`config.mk`:
```
export PLATFORM = sky130hd
export DESIGN_NAME = cve2_obi_arbiter
export DESIGN_NICKNAME = d
export VERILOG_FILES = /design/src/rtl/cve2_obi_arbiter.sv
export SDC_FILE = /design/constraint.sdc
export NUM_CORES = 1
export LEC_CHECK = 0
export ABC_CLOCK_PERIOD_IN_PS = 2200
export CAP_MARGIN = 20
export CORE_AREA = 5 5 107 109
export CTS_CLUSTER_SIZE = 14
export DETAILED_ROUTE_END_ITERATION = 16
export DIE_AREA = 0 0 112 114
export HOLD_SLACK_MARGIN = 0.15
export SYNTH_ARGS = -nofsm -noshare
export SYNTH_HDL_FRONTEND = slang
export SYNTH_SLANG_ARGS = --single-unit
```
`constraint.sdc`:
```
create_clock -name clk_i -period 2.2 [get_ports clk_i]
set_input_delay 0.55 -clock clk_i [delete_from_list [all_inputs] [get_ports clk_i]]
set_output_delay 0.55 -clock clk_i [all_outputs]
set_load 0.01 [all_outputs]
```
`src/rtl/cve2_obi_arbiter.sv`:
```
// Merges the core's instruction and data OBI master ports onto one shared memory port.
// Grants are zero-latency; an ID FIFO routes each response back to the port that issued it.
module cve2_obi_arbiter #(
  parameter int unsigned MaxOutstanding = 2,
  parameter bit          DataPriority   = 1'b1
) (
  input  logic                                 clk_i,
  input  logic                                 rst_ni,
  input  logic                                 instr_req_i,
  output logic                                 instr_gnt_o,
  output logic                                 instr_rvalid_o,
  input  logic [31:0]                          instr_addr_i,
  output logic [31:0]                          instr_rdata_o,
  output logic                                 instr_err_o,
  input  logic                                 data_req_i,
  output logic                                 data_gnt_o,
  output logic                                 data_rvalid_o,
  input  logic                                 data_we_i,
  input  logic [3:0]                           data_be_i,
  input  logic [31:0]                          data_addr_i,
  input  logic [31:0]                          data_wdata_i,
  output logic [31:0]                          data_rdata_o,
  output logic                                 data_err_o,
  output logic                                 mem_req_o,
  input  logic                                 mem_gnt_i,
  input  logic                                 mem_rvalid_i,
  output logic                                 mem_we_o,
  output logic [3:0]                           mem_be_o,
  output logic [31:0]                          mem_addr_o,
  output logic [31:0]                          mem_wdata_o,
  input  logic [31:0]                          mem_rdata_i,
  input  logic                                 mem_err_i,
  output logic [$clog2(MaxOutstanding+1)-1:0]  outstanding_o,
  output logic                                 resp_err_o
);

  localparam int unsigned CntW = $clog2(MaxOutstanding + 1);
  localparam int unsigned PtrW = (MaxOutstanding > 1) ? $clog2(MaxOutstanding) : 1;
  localparam logic [PtrW-1:0] PtrMax = PtrW'(MaxOutstanding - 1);

  // Source encoding: 0 = instruction port, 1 = data port.
  logic [MaxOutstanding-1:0] id_q;
  logic [PtrW-1:0]           wptr_q, rptr_q;
  logic [CntW-1:0]           cnt_q;
  logic                      lock_q, sel_q, rr_q, resp_err_q;

  logic full, empty, sel, sel_req, push, pop, head;

  // Arbitration and request path
  always_comb begin
    full  = (cnt_q == CntW'(MaxOutstanding));
    empty = (cnt_q == '0);
    if (lock_q) begin
      sel = sel_q;
    end else if (instr_req_i && data_req_i) begin
      sel = DataPriority ? 1'b1 : rr_q;
    end else begin
      sel = data_req_i;
    end
    sel_req   = sel ? data_req_i : instr_req_i;
    mem_req_o = rst_ni & sel_req & ~full;
    push      = mem_req_o & mem_gnt_i;
    pop       = mem_rvalid_i & ~empty;
    head      = id_q[rptr_q];
  end

  assign instr_gnt_o = push & ~sel;
  assign data_gnt_o  = push & sel;

  // Payload mux; zero whenever no request is presented
  always_comb begin
    mem_we_o    = 1'b0;
    mem_be_o    = 4'h0;
    mem_addr_o  = 32'h0;
    mem_wdata_o = 32'h0;
    if (mem_req_o) begin
      if (sel) begin
        mem_we_o    = data_we_i;
        mem_be_o    = data_be_i;
        mem_addr_o  = data_addr_i;
        mem_wdata_o = data_wdata_i;
      end else begin
        mem_be_o    = 4'hF;
        mem_addr_o  = instr_addr_i;
      end
    end
  end

  assign instr_rvalid_o = pop & ~head;
  assign data_rvalid_o  = pop & head;
  assign instr_rdata_o  = mem_rdata_i;
  assign data_rdata_o   = mem_rdata_i;
  assign instr_err_o    = mem_err_i;
  assign data_err_o     = mem_err_i;
  assign outstanding_o  = cnt_q;
  assign resp_err_o     = resp_err_q;

  always_ff @(posedge clk_i or negedge rst_ni) begin
    if (!rst_ni) begin
      id_q       <= '0;
      wptr_q     <= '0;
      rptr_q     <= '0;
      cnt_q      <= '0;
      lock_q     <= 1'b0;
      sel_q      <= 1'b0;
      rr_q       <= 1'b0;
      resp_err_q <= 1'b0;
    end else begin
      if (push) begin
        id_q[wptr_q] <= sel;
        wptr_q       <= (wptr_q == PtrMax) ? '0 : wptr_q + PtrW'(1);
        rr_q         <= ~rr_q;
      end
      if (pop) begin
        rptr_q <= (rptr_q == PtrMax) ? '0 : rptr_q + PtrW'(1);
      end
      if (push && !pop) begin
        cnt_q <= cnt_q + CntW'(1);
      end else if (!push && pop) begin
        cnt_q <= cnt_q - CntW'(1);
      end
      // Hold the selected source until the shared port accepts it
      if (push) begin
        lock_q <= 1'b0;
      end else if (mem_req_o) begin
        lock_q <= 1'b1;
        sel_q  <= sel;
      end
      if (mem_rvalid_i && empty) begin
        resp_err_q <= 1'b1;
      end
    end
  end

endmodule

```
==> flow_metrics.py <==
metrics = {
    "sta": {
        "post-route-min-period_ns": 2.26,
        "setup_viol": 27,
        "finalHoldViolations": 0,
        "skew_ns": 0.00206,
        "maxSlewViolCount": 0,
        "fin_hold_ws_ns": 0.260,
        "finalCritPeriodShare_pct": 103,
        "final.setup.tns_ns": -0.772,
        "rsz0062_at_grt": "yes",
        "fmax_mhz": 442,
        "worst_slack_ns": -0.0609,
        "relSlewSlack_pct": 86.3,
        "tightest_slew_ns": 0.200,
    },
    "power": {
        "ir_worst_vdd_mv": 0.250,
        "p_leak_nw": 1.71,
        "powerDensity_mw_per_mm2": 701,
        "p_total_mw": 2.57,
    },
    "global_routing": {
        "antenna_found_initial": 0,
        "grt_max_degree": 11,
        "grt_pass1_vias": 2227,
        "grt_pass1_wl_microns": 12400,
        "grt_remaining_overflow": 0,
        "grt_usage_pct": 12.4,
    },
    "job": {
        "maxCapViolations": 0,
    },
    "detailed_routing": {
        "wl_per_cell_microns": 17.6,
        "dr_total_vias": 1960,
        "drtPass1Iterations": 4,
        "wirelength_microns": 8670,
        "drtIter0Drc": 60,
        "ant_nets": 0,
        "drc": 0,
        "viasPerCell": 3.98,
    },
    "placed_design": {
        "place.port_buffers": 183,
        "gp_congestion": 0.837,
        "dp_cells": 457,
        "dp_slack_ns": -0.809,
        "place_hpwl_microns": 5860,
        "place_area_sq_mm": 0.00317,
    },
    "synth": {
        "synthCells": 197,
        "synth_top_area_cell": "buf_4",
        "yosysMostFrequentCell": "buf_4",
        "synth-simple-area-share_pct": 18.5,
        "ys_ff_latch": 9,
        "synth_top_family_by_area": "buffers and inverters",
        "yosysUniqueCellTypes": 29,
        "synth_area_leaders": "buf_4 (30%), a22o_1 (15%), dfrtp_1 (14%)",
        "yosysWarnings": 0,
        "postSynth.asyncResetShare_pct": 100,
        "synth_commonest_cells": "buf_4 (66), and2_1 (34), a22o_1 (29)",
        "synthAdderAreaFrac_pct": 0.763,
        "yosysSeqAreaShare_pct": 13.7,
        "synth_edf_count": 0,
        "syn_area_per_cell_sq_um": 8.33,
        "synth_compound_area_share_pct": 22.7,
        "synth_xor_area_share_pct": 2.67,
        "synthMuxAreaShare_pct": 2.06,
        "syn-num-nets": 338,
        "ys.flop_type": "dfrtp_1",
        "synth_area_sq_mm": 0.00164,
        "synth_top_area_share_pct": 30.2,
    },
    "clock_network": {
        "root_buffer": "clkbuf_8",
        "hold_buffers": 0,
        "path_clk_slew_ns": 0.05,
        "cts.sink_count": 9,
        "numCtsBuffers": 3,
        "clock_path_buffers": 2,
        "htreeDepth": 1,
        "clk_latency_ns": 0.23,
        "cts_tree": "yes",
    },
    "critical_path": {
        "reg2reg_depth": 10,
        "start_kind": "flop",
        "path_depth": 6,
        "crit_fanout": 6,
        "crit_slowest_cell": "dfrtp_1",
        "endpoint_kind": "primary output",
        "cp.required_ns": 1.65,
        "cpPeakStageDelay_ns": 0.38,
        "r2r_start": "sel_q$_DFFE_PN0P_",
        "crit_start": "lock_q$_DFFE_PN0P_",
        "critPathArrivalTime_ns": 1.71,
        "path_class": "reg -> out",
        "crit_buf_inv": 3,
        "cp_top_family": "buffers and inverters",
        "worstPathCellList": "mux2i_2 -> and4_4 -> buf_12 -> buf_8 -> a22o_1 -> buf_6",
    },
    "floorplanning": {
        "num_rows": 38,
        "die_h_microns": 114,
        "coreArea_sq_mm": 0.0105,
        "die_area_sq_mm": 0.0128,
        "ios": 283,
        "start_util_pct": 15.6,
        "fp.dieW_microns": 112,
    },
    "min_path": {
        "min_path_type": "in -> async",
    },
    "run_status": {
        "status": "complete, but fails checks",
        "violations": "negative setup slack",
    },
    "cells_and_area": {
        "fin_cells": 493,
        "final_core_util_pct": 34.8,
        "antennaDiodeCount": 0,
        "drive_above_1_share_pct": 45.3,
        "area_growth_pct": 123,
        "nets": 495,
        "n_fill_cell": 1119,
        "final_area_sq_mm": 0.00366,
    },
}
per-layer routing:
metal / global-route usage (%) / share of wire, %
met5: 0 / 0
met4: 5.45 / 3.8
met3: 4.24 / 10
met2: 22.2 / 50
met1: 13.3 / 36
where the power goes:
group	internal (mW)	switching, mW	leakage (nW)	total (mW)
registers	0.245	0.0672	0.102	0.312
clock network	0.126	0.0677	0.0228	0.194
logic	1.26	0.802	1.58	2.06
final timing paths:
kind	endpoint	slack [ns]
min in group clk_i	resp_err_o$_DFFE_PN0P_	0.45
setup / recovery	mem_addr_o[3]	-0.06
setup reg to reg	outstanding_o[1]$_DFFE_PN0P_	0.13
hold reg to reg	resp_err_o$_DFFE_PN0P_	0.45
max in group asynchronous	id_q[1]$_DFFE_PN0P_	1.80
hold / removal	outstanding_o[1]$_DFFE_PN0P_	0.26
registers in the layout, indices dropped and copies added, names as in the netlist:
name / cells
id_q: 2
outstanding_o: 2
lock_q: 1
resp_err_o: 1
rptr_q: 1
sel_q: 1
wptr_q: 1
cells by family after synthesis:
logic type               after synthesis
adder cells (fa/ha/maj)                1
buffers and inverters                 83
XOR/XNOR                               5
AND/OR/NAND/NOR                       52
multiplexers                           3
flip-flops                             9
AO/OA/AOI/OAI                         44
worst reg2reg max path: cells and delay by family, from the launching register on:
| family | cells | cell delay [ns] |
|---|---|---|
| buffers and inverters | 4 | 0.50 |
| XOR/XNOR | 2 | 0.29 |
| flip-flops | 1 | 0.42 |
| AO/OA/AOI/OAI | 2 | 0.49 |
| adder cells (fa/ha/maj) | 1 | 0.18 |
| AND/OR/NAND/NOR | 1 | 0.13 |
placed cells by master, fill, tap and decap left out, drive strengths merged:
| cell type | instances |
|---|---|
| buf | 113 |
| clkdlybuf4s50 | 106 |
| and2 | 35 |
| a22o | 32 |
| nor2 | 13 |
| clkbuf | 11 |
| dfrtp | 9 |
| inv | 5 |
| a21oi | 4 |
| xnor2 | 3 |
| dlygate4sd2 | 3 |
| mux2i | 3 |
| o21ai | 3 |
| a31oi | 2 |
| xor2 | 2 |
| nand2b | 1 |
| o2111a | 1 |
| and4 | 1 |
| nor2b | 1 |
| nand2 | 1 |
| o31ai | 1 |
| a21o | 1 |
| ha | 1 |
| clkdlybuf4s15 | 1 |
final cells by class:
class / count / area, sq um / share of cell area [%]
Timing Repair Buffer: 230 / 2340 / 63.8
Multi-Input combinational cell: 105 / 860 / 23.5
Sequential cell: 9 / 225 / 6.15
Tap cell: 140 / 175 / 4.78
Clock buffer: 4 / 45.0 / 1.23
Inverter: 5 / 18.8 / 0.513
timing repair:
action,in CTS,in global routing
gates cloned,11,1
gates resized for setup,345,39
pin swaps,35,27
setup buffers,21,6
setup endpoints to repair,75,75
(Power assumes the default switching activity.)
